$ cat src/rtl/mult_pkg.sv
`default_nettype none
// ============================================================================
//  Module   : mult_pkg
//  Purpose  : Width helpers derived from the multiplier operand size.
//             PW    = 2*SIZE  (product width)
//             NSTEP = SIZE-2  (number of 2-bit lookahead merge stages)
//  Revision : 1.0  initial release
// ============================================================================
package mult_pkg;

  // Product width for a SIZE x SIZE unsigned multiply
  function automatic int mult_pw(input int size);
    return 2 * size;
  endfunction

  // Number of 2-bit carry-lookahead stages between p[1] and the top full adder
  function automatic int mult_nstep(input int size);
    return size - 2;
  endfunction

endpackage
`default_nettype wire

$ cat src/rtl/mult_cla2.sv
`default_nettype none
// ============================================================================
//  Module   : mult_cla2
//  Purpose  : 2-bit carry-lookahead adder, s = a + b + cin, cout = carry out.
//             Both carries are formed directly from generate/propagate terms,
//             so a chain of these stages ripples only once per two bits.
//  Revision : 1.0  initial release
// ============================================================================
module mult_cla2 (
  input  logic [1:0] a,
  input  logic [1:0] b,
  input  logic       cin,
  output logic [1:0] s,
  output logic       cout
);

  logic [1:0] gen;
  logic [1:0] prop;
  logic       c1;

  // Generate/propagate terms, lookahead carries and sum bits
  always_comb begin
    gen  = a & b;
    prop = a ^ b;
    c1   = gen[0] | (prop[0] & cin);
    cout = gen[1] | (prop[1] & gen[0]) | (prop[1] & prop[0] & cin);
    s[0] = prop[0] ^ cin;
    s[1] = prop[1] ^ c1;
  end

endmodule
`default_nettype wire

$ cat src/rtl/mux_array_multiplier.sv
`default_nettype none
// ============================================================================
//  Module   : mux_array_multiplier
//  Purpose  : Unsigned SIZE x SIZE array multiplier with a one-cycle
//             registered output and valid flag.
//             Partial products are reduced by a carry-save array of
//             mux-based full-adder cells (one row per multiplier bit).  The
//             resulting sum/carry vectors are merged by a chain of 2-bit
//             carry-lookahead stages and one final full adder at the top.
//  Revision : 1.0  initial release
// ============================================================================
module mux_array_multiplier
  import mult_pkg::*;
#(
  parameter int SIZE = 4
) (
  input  logic                clk,
  input  logic                rst_n,
  input  logic                in_valid,
  input  logic [SIZE-1:0]     x,
  input  logic [SIZE-1:0]     y,
  output logic                out_valid,
  output logic [2*SIZE-1:0]   p
);

  localparam int PW    = mult_pw(SIZE);
  localparam int NSTEP = mult_nstep(SIZE);

  // Mux-based full-adder cell; 'a' steers the mux.  Returns {carry, sum}.
  //   a=0 : sum = b^c,    carry = b&c
  //   a=1 : sum = ~(b^c), carry = b|c
  function automatic logic [1:0] mux_fa(input logic a, input logic b, input logic c);
    logic t;
    t = b ^ c;
    return {(a ? (b | c) : (b & c)), (a ? ~t : t)};
  endfunction

  // --------------------------------------------------------------------------
  // Carry-save array.  Each row holds a sum vector and a carry vector indexed
  // by bit weight.  Row i adds partial-product row x*y[i] (weights i..i+SIZE-1)
  // to the previous row's vectors; a cell at weight w emits its carry at w+1.
  // Row i-1 only holds carries at weights i..i+SIZE-1, which row i consumes
  // exactly, so the carry vector of every row is fully accounted for.
  // --------------------------------------------------------------------------
  for (genvar i = 0; i < SIZE; i++) begin : g_row
    logic [PW-1:0] sum_r;
    logic [PW-1:0] car_r;
    logic [PW-1:0] cell_c;
    logic          unused_row;

    if (i == 0) begin : g_first
      // First row is just the partial products of y[0]; nothing to add yet
      assign sum_r  = {{SIZE{1'b0}}, (x & {SIZE{y[0]}})};
      assign car_r  = '0;
      assign cell_c = '0;
    end else begin : g_add
      for (genvar w = 0; w < PW; w++) begin : g_col
        if ((w >= i) && (w <= i + SIZE - 1)) begin : g_cell
          logic       pp;
          logic [1:0] fa;
          assign pp        = y[i] ? x[w-i] : 1'b0;
          assign fa        = mux_fa(pp, g_row[i-1].sum_r[w], g_row[i-1].car_r[w]);
          assign sum_r[w]  = fa[0];
          assign cell_c[w] = fa[1];
        end else begin : g_pass
          // Weights outside this row's span keep the previous sum bit
          assign sum_r[w]  = g_row[i-1].sum_r[w];
          assign cell_c[w] = 1'b0;
        end
      end
      // Cell carries move up one weight
      assign car_r = {cell_c[PW-2:0], 1'b0};
    end

    // Some bits of these vectors are structurally zero and never read
    assign unused_row = ^{sum_r, car_r, cell_c};
  end

  // --------------------------------------------------------------------------
  // Vector merge.  After the last row the sum vector spans weights 0..PW-2
  // and the carry vector spans weights SIZE..PW-1, so bits 0 and 1 are
  // already final.  Weights 2..PW-3 go through the lookahead chain, weight
  // PW-2 through a full adder.  The top bit combines that adder's carry with
  // the carry-vector bit at PW-1; both can never be set together because the
  // full product fits in PW bits, so an XOR is exact.
  // --------------------------------------------------------------------------
  logic [PW-1:0]  fin_sum;
  logic [PW-1:0]  fin_car;
  logic [NSTEP:0] cla_c;
  logic [1:0]     top_fa;
  logic [PW-1:0]  prod;
  logic           unused_fin;

  assign fin_sum  = g_row[SIZE-1].sum_r;
  assign fin_car  = g_row[SIZE-1].car_r;
  assign cla_c[0] = 1'b0;

  assign prod[0] = fin_sum[0];
  assign prod[1] = fin_sum[1];

  for (genvar s = 0; s < NSTEP; s++) begin : g_step
    mult_cla2 u_cla2 (
      .a    (fin_sum[2*s+3:2*s+2]),
      .b    (fin_car[2*s+3:2*s+2]),
      .cin  (cla_c[s]),
      .s    (prod[2*s+3:2*s+2]),
      .cout (cla_c[s+1])
    );
  end

  assign top_fa     = mux_fa(fin_sum[PW-2], fin_car[PW-2], cla_c[NSTEP]);
  assign prod[PW-2] = top_fa[0];
  assign prod[PW-1] = top_fa[1] ^ fin_car[PW-1];

  // Sum MSB and the two low carry bits are always zero
  assign unused_fin = ^{fin_sum[PW-1], fin_car[1:0]};

  // --------------------------------------------------------------------------
  // Output register
  // --------------------------------------------------------------------------
  logic [PW-1:0] p_d;
  logic [PW-1:0] p_q;
  logic          out_valid_d;
  logic          out_valid_q;

  // Capture a new product only for accepted pairs; otherwise hold
  always_comb begin
    p_d         = p_q;
    out_valid_d = in_valid;
    if (in_valid) begin
      p_d = prod;
    end
  end

  // Synchronous active-low reset dominates any pair offered on the same edge
  always_ff @(posedge clk) begin
    if (!rst_n) begin
      p_q         <= '0;
      out_valid_q <= 1'b0;
    end else begin
      p_q         <= p_d;
      out_valid_q <= out_valid_d;
    end
  end

  assign p         = p_q;
  assign out_valid = out_valid_q;

endmodule
`default_nettype wire

$ cat config.mk
export PLATFORM = sky130hd
export DESIGN_NAME = mux_array_multiplier
export DESIGN_NICKNAME = d
export VERILOG_FILES = /design/src/rtl/mult_pkg.sv /design/src/rtl/mult_cla2.sv /design/src/rtl/mux_array_multiplier.sv
export SDC_FILE = /design/constraint.sdc
export NUM_CORES = 1
export LEC_CHECK = 0
export CELL_PAD_IN_SITES_DETAIL_PLACEMENT = 1
export CELL_PAD_IN_SITES_GLOBAL_PLACEMENT = 1
export CORE_UTILIZATION = 40
export DETAILED_ROUTE_END_ITERATION = 12
export HOLD_SLACK_MARGIN = 0.1
export PLACE_DENSITY_LB_ADDON = 0.1
export SLEW_MARGIN = 15
export SYNTH_ARGS = -nofsm -noshare
export SYNTH_HDL_FRONTEND = slang
export SYNTH_SLANG_ARGS = --single-unit
$ cat constraint.sdc
create_clock -name clk -period 5 [get_ports clk]
set_input_delay 1.25 -clock clk [delete_from_list [all_inputs] [get_ports clk]]
set_output_delay 1.25 -clock clk [all_outputs]
set_load 0.01 [all_outputs]
==> qor.yml, run 1 <==
global_route:
  grt_pass1_wl_mm: 3.61
  grt_pass1_vias: 801
  grt_max_degree: 17
  grt_antenna_before_repair: 0
  overflow: 0
  grt_use_total_pct: 18.9
critical_path:
  cp_max_fo: 10
  worstSetupStartpointType: "primary input"
  crit_path_top_delay_cell: "clkdlybuf4s50_1"
  crit_chain: "clkdlybuf4s50_1 > and2_1 > ha_1 > inv_1 > ha_1 > a31o_2 > ha_1 > mux2i_1 > ha_1 > inv_1 > fa_1 > ha_1 > a21bo_2 > a31oi_1"
  max_stage_delay_ns: 0.58
  critPathRequiredTime_ns: 5.19
  arrival_ns: 4.57
  end_kind: "flip-flop"
  path_class: "primary input to flip-flop"
  cpMostUsedCell: "ha_1"
timing:
  finalCriticalPeriod_ns: 4.38
  finalSetupViolCount: 0
  fin_skew_ns: 0
  slew_viol_final: 0
  max_slew_margin_pct: 65.9
  rsz0062_at_grt: "false"
  max_freq_mhz: 228
  final_hold_viol_count: 0
  setup_tns_ns: 0
  final.period_utilization_pct: 87.6
  tightest_slew_ns: 0.510
power:
  power_leakage_nw: 0.510
  vdd.ir_drop.worst_mv: 0.159
  p_total_w: 0.000234
  power_density_nw_per_um2: 206
route:
  postRouteAntennaNets: 0
  drtIter0Drc: 2
  wire_per_inst_um: 13.4
  vias: 786
  viasPerCell: 5.21
  dr.pass1.iters: 3
  drcViolationCount: 0
  routed_wl_mm: 2.02
final_layout:
  fin_util_pct: 51.4
  syn_to_final_growth_pct: 21.2
  layout.cells.non_filler: 151
  stdcell_area_um2: 1140
  drive_gt1_share_pct: 9.76
  diodes: 0
  nFillCells: 277
  nets: 153
synth:
  synth-seq-cells: 9
  synth_nets: 134
  yosys_warnings: 0
  netlist_instances: 105
  syn_area_per_cell_um2: 8.94
  syn-cell-area_um2: 938
  synthDistinctLibCells: 24
  synth_seq_area_share_pct: 19.2
placed_design:
  hpwl_mm: 1.68
  place_inst: 147
  gp_congestion: 0.690
  postPlaceCellArea_um2: 1110
  io_buffers: 19
floorplan:
  die_w_um: 50.4
  die_area_um2: 2540
  floorplan.rows: 17
  die_y_um: 50.4
  core_um2: 2210
  io_pins: 20
  start_util_pct: 42.4
cts:
  cts_resized: 0
  insertion_delay_ns: 0.26
  cts_tree: "yes"
  cts_num_sinks: 9
  postCtsHoldBufs: 0
  path_clk_slew_ns: 0.06
  clockBufferDepth: 2
  cts_buffers: 3
  clockRootBuffer: "clkbuf_4"
  post_cts_buffers: 0
  cts_max_level: 1
flow_run:
  drv_cap: 0
min_path:
  hold_path_class: "flip-flop to flip-flop"
outcome:
  status: "finished clean"
## worst paths after layout
check                           start  endpoint  slack [ns]  cells past startpoint
worst max-delay path             x[2]      p[6]        0.62                     14
worst min-delay path             p[0]      p[0]        0.47                      2
worst max register to register   p[7]      p[7]        4.33                      2
worst min register to register   p[0]      p[0]        0.47                      2
## routing by layer
| layer | up-vias | share of wire [%] | track usage (%) | wire length [um] |
|---|---|---|---|---|
| li1 | 396 | - | - | - |
| met1 | 381 | 44 | 21.6 | 898 |
| met2 | 9 | 53 | 35.1 | 1080 |
| met3 | 0 | 2.3 | 5.45 | 46 |
| met4 | 0 | 0 | 2.78 | 0 |
| met5 | - | 0 | 0 | 0 |
## sequential cells by signal, indices dropped and copies added, names as in the netlist
name and cells:
p 8, out_valid 1
## placed cells by master, fill, tap and decap left out, drive strengths merged, types with 3 or more instances in the layout
cell,n
a21oi,4
xor2,4
clkbuf,4
a31o,4
o21ai,4
nand2,10
a31oi,7
inv,9
xnor2,4
dfxtp,9
and2,7
mux2i,4
clkdlybuf4s50,19
nand3b,3
nor2b,3
a21bo,3
ha,17
## synthesized netlist by cell type (all sizes together)
master,count,share of area (%)
a31oi,7,4.7
nor2b,3,2.0
nand3b,3,2.4
mux2i,4,4.3
nand2b,1,0.67
and4,1,0.93
and2,7,4.7
a21oi,4,2.1
dfxtp,9,19
o21ai,4,2.1
nand2,10,4.0
inv,9,3.6
a31o,4,3.7
o211a,1,1.1
a211oi,1,1.3
xnor2,4,3.7
a21bo,3,3.2
a21boi,1,0.80
xor2,4,3.7
fa,1,2.1
ha,17,23
buf,6,6.4
nand3,1,0.53
## worst max-delay path: cells and delay by family
family          cells  cell delay, ns
fa+ha+maj           6            1.58
compound gates      3            0.61
mux                 1            0.20
simple gates        1            0.25
buf+inv             3            0.68
## where the power goes
group          switching (W)  internal (W)  total (W)
sequential        0.00000331     0.0000784  0.0000817
clock              0.0000253     0.0000308  0.0000560
combinational      0.0000459     0.0000505  0.0000964
## cell families (layout without fill, tap and decap cells)
group / Yosys count / after routing / share of synthesized area [%]
simple gates: 26 / 26 / 15.2
compound gates: 25 / 25 / 19.1
fa+ha+maj: 18 / 18 / 24.8
buf+inv: 15 / 33 / 10.0
flops: 9 / 9 / 19.2
xor+xnor: 8 / 8 / 7.47
mux: 4 / 4 / 4.27
## metrics by stage
step	hold WS [ns]	setup slack (ns)
4_1_cts	0.475	0.617
2_1_floorplan	0.488	1.17
3_3_place_gp	0.458	0.505
6_report	0.474	0.619
5_1_grt	0.514	0.465
3_5_place_dp	0.464	0.343
## area by class of cell
| type | count | area (um2) | share of cell area (%) |
|---|---|---|---|
| Clock buffer | 4 | 26.3 | 2.31 |
| Inverter | 9 | 33.8 | 2.97 |
| Multi-Input combinational cell | 81 | 664 | 58.4 |
| Timing Repair Buffer | 20 | 198 | 17.4 |
| Tap cell | 28 | 35.0 | 3.08 |
| Sequential cell | 9 | 180 | 15.8 |
Power figures use the tool's default switching activity.
==> inputs of run 2 (changes only) <==
--- a/config.mk
+++ b/config.mk
@@ -5,10 +5,12 @@
 export SDC_FILE = /design/constraint.sdc
 export NUM_CORES = 1
 export LEC_CHECK = 0
+export CAP_MARGIN = 20
 export CELL_PAD_IN_SITES_DETAIL_PLACEMENT = 1
 export CELL_PAD_IN_SITES_GLOBAL_PLACEMENT = 1
 export CORE_UTILIZATION = 40
 export DETAILED_ROUTE_END_ITERATION = 12
+export GPL_TIMING_DRIVEN = 0
 export HOLD_SLACK_MARGIN = 0.1
 export PLACE_DENSITY_LB_ADDON = 0.1
 export SLEW_MARGIN = 15
==> run 2 against run 1 <==
Global-route usage is 0.29 points higher. Clock skew stayed put. Via count is 3.1% higher. Register-to-register slack hardly changed. First-iteration DRC count is 50% higher. Final area is 2.0% higher. Sequential power hardly changed. Sequential share of layout area is 0.31 points lower. Critical path depth stayed put. Clock power is 3.6% higher. Largest power group unchanged.
==> qor.yml, run 2 (synthesized netlist as in run 1, its figures left out) <==
critical_path:
  path_class: "primary input to flip-flop"  # unchanged
  crit_path_top_delay_cell: "clkdlybuf4s50_1"  # unchanged
  arrival_ns: 4.41  # was 4.57 ns
  cp_max_fo: 7  # was 10
  critPathRequiredTime_ns: 5.20  # was 5.19 ns
  ff2ff_setup_slack_ns: 4.32  # was 4.33 ns
  timing.rr.start: "p[3]"  # was p[7]
  r2r_cells: 2  # unchanged
  end_kind: "flip-flop"  # unchanged
  r2r_end: "p[3]"  # was p[7]
  max_stage_delay_ns: 0.52  # was 0.58 ns
  cpMostUsedCell: "ha_1"  # unchanged
  worstSetupStartpointType: "primary input"  # unchanged
  crit_chain: "clkdlybuf4s50_1 > and2_1 > ha_1 > inv_1 > ha_1 > a31o_2 > ha_1 > mux2i_1 > ha_1 > inv_1 > fa_1 > ha_1 > a21bo_2 > a31oi_1"  # unchanged
timing:
  slew_viol_final: 0  # unchanged
  finalCriticalPeriod_ns: 4.21  # was 4.38 ns
  fin_skew_ns: 0  # unchanged
  final.period_utilization_pct: 84.1  # was 87.6%
  whs_ns: 0.482  # was 0.474 ns
  tightest_slew_ns: 0.292  # was 0.510 ns
  setup_tns_ns: 0  # unchanged
  finalSetupViolCount: 0  # unchanged
  max_freq_mhz: 238  # was 228 MHz
  rsz0062_at_grt: "false"  # unchanged
  final_hold_viol_count: 0  # unchanged
  max_slew_margin_pct: 80.5  # was 65.9%
cts:
  post_cts_buffers: 0  # unchanged
  cts_resized: 0  # unchanged
  clockRootBuffer: "clkbuf_4"  # unchanged
  cts_tree: "yes"  # unchanged
  cts_buffers: 3  # unchanged
  cts_max_level: 1  # unchanged
  postCtsHoldBufs: 0  # unchanged
  path_clk_slew_ns: 0.06  # about the same
  clockBufferDepth: 2  # unchanged
  cts_num_sinks: 9  # unchanged
  insertion_delay_ns: 0.27  # was 0.26 ns
min_path:
  whs_endpoint: "p[0]"  # unchanged
  hold_depth: 2  # unchanged
  min_from: "p[0]"  # unchanged
  hold_path_class: "flip-flop to flip-flop"  # unchanged
final_layout:
  layout.cells.non_filler: 153  # was 151
  diodes: 0  # unchanged
  largest_reg_flops: 8  # unchanged
  fin_util_pct: 52.4  # was 51.4%
  nFillCells: 279  # was 277
  syn_to_final_growth_pct: 23.6  # was 21.2%
  layout_commonest_cell: "ha_1"  # was clkdlybuf4s50_1
  mostFrequentLayoutCells: "ha_1 (17), clkdlybuf4s50_1 (16), nand2_1 (10)"  # was clkdlybuf4s50_1 (19), ha_1 (17), nand2_1 (10)
  drive_gt1_share_pct: 13.6  # was 9.76%
  nets: 155  # was 153
floorplan:
  die_area_um2: 2540  # unchanged
  die_y_um: 50.4  # unchanged
  start_util_pct: 42.4  # unchanged
  io_pins: 20  # unchanged
  floorplan.rows: 17  # unchanged
  die_w_um: 50.4  # unchanged
  core_um2: 2210  # unchanged
route:
  drtIter0Drc: 3  # was 2
  viasPerCell: 5.29  # was 5.21
  dr.pass1.iters: 4  # was 3
  wire_per_inst_um: 13.5  # was 13.4 um
  vias: 810  # was 786
  postRouteAntennaNets: 0  # unchanged
  drcViolationCount: 0  # unchanged
  routed_wl_mm: 2.06  # was 2.02 mm
power:
  power_density_nw_per_um2: 205  # was 206 nW/um2
  power_leakage_nw: 0.527  # was 0.510 nW
  vdd.ir_drop.worst_mv: 0.137  # was 0.159 mV
placed_design:
  hpwl_mm: 1.70  # was 1.68 mm
  gp_congestion: 0.737  # was 0.690
  io_buffers: 16  # was 19
  place_inst: 149  # was 147
global_route:
  grt_max_degree: 11  # was 17
  grt_antenna_before_repair: 0  # unchanged
  grt_use_total_pct: 19.2  # was 18.9%
  grt_pass1_wl_mm: 3.64  # was 3.61 mm
  overflow: 0  # unchanged
  grt_pass1_vias: 871  # was 801
flow_run:
  drv_cap: 0  # unchanged
outcome:
  status: "finished clean"  # unchanged
run 2: cell count changes in the layout (fill, tap and decap cells not counted), sizes merged:
cell,previous run,this run
buf,1,6
clkdlybuf4s50,19,16
run 2: power breakdown:
group	internal (W)	total (W)	switching [W]
sequential	0.0000784	0.0000815	0.00000314
combinational	0.0000521	0.0000981	0.0000460
clock	0.0000309	0.0000580	0.0000271
run 2: worst max-delay path: cells and delay by family:
kind,cells,cell delay (ns)
mux,1,0.16
fa+ha+maj,6,1.54
buf+inv,3,0.62
simple gates,1,0.22
compound gates,3,0.62
run 2: worst max path at each step:
stage | start | to | slack [ns]
floorplan | x[2] | p[6] | 1.17
detailed placement | x[3] | p[6] | 0.50
finish | x[1] | p[6] | 0.79
global route | x[3] | p[6] | 0.55
CTS | x[3] | p[6] | 0.79
global placement | x[1] | p[6] | 0.56
run 2: final cells by class:
type                            instances  area [um2]  share of cell area [%]
Clock buffer                            4        26.3                    2.27
Inverter                                9        33.8                    2.91
Multi-Input combinational cell         81         664                    57.3
Sequential cell                         9         180                    15.5
Tap cell                               28        35.0                    3.02
Buffer                                  6        60.1                    5.18
Timing Repair Buffer                   16         160                    13.8
run 2: metrics by stage:
stage               cell area, um2  power, W  worst slack [ns]
floorplan                      938  0.000147              1.17
global placement              1130  0.000179             0.561
detailed placement            1130  0.000183             0.505
CTS                           1160  0.000243             0.788
global route                  1160  0.000260             0.552
finish                        1160  0.000238             0.794
run 2: metal layers:
layer | routed length (um) | track usage [%] | part of all wire [%] | vias to the layer above
li1 | - | - | - | 402
met1 | 945 | 21.0 | 46 | 391
met2 | 1030 | 35.6 | 50 | 14
met3 | 60 | 5.45 | 2.9 | 3
met4 | 24 | 5.56 | 1.2 | 0
met5 | 0 | 0 | 0 | -
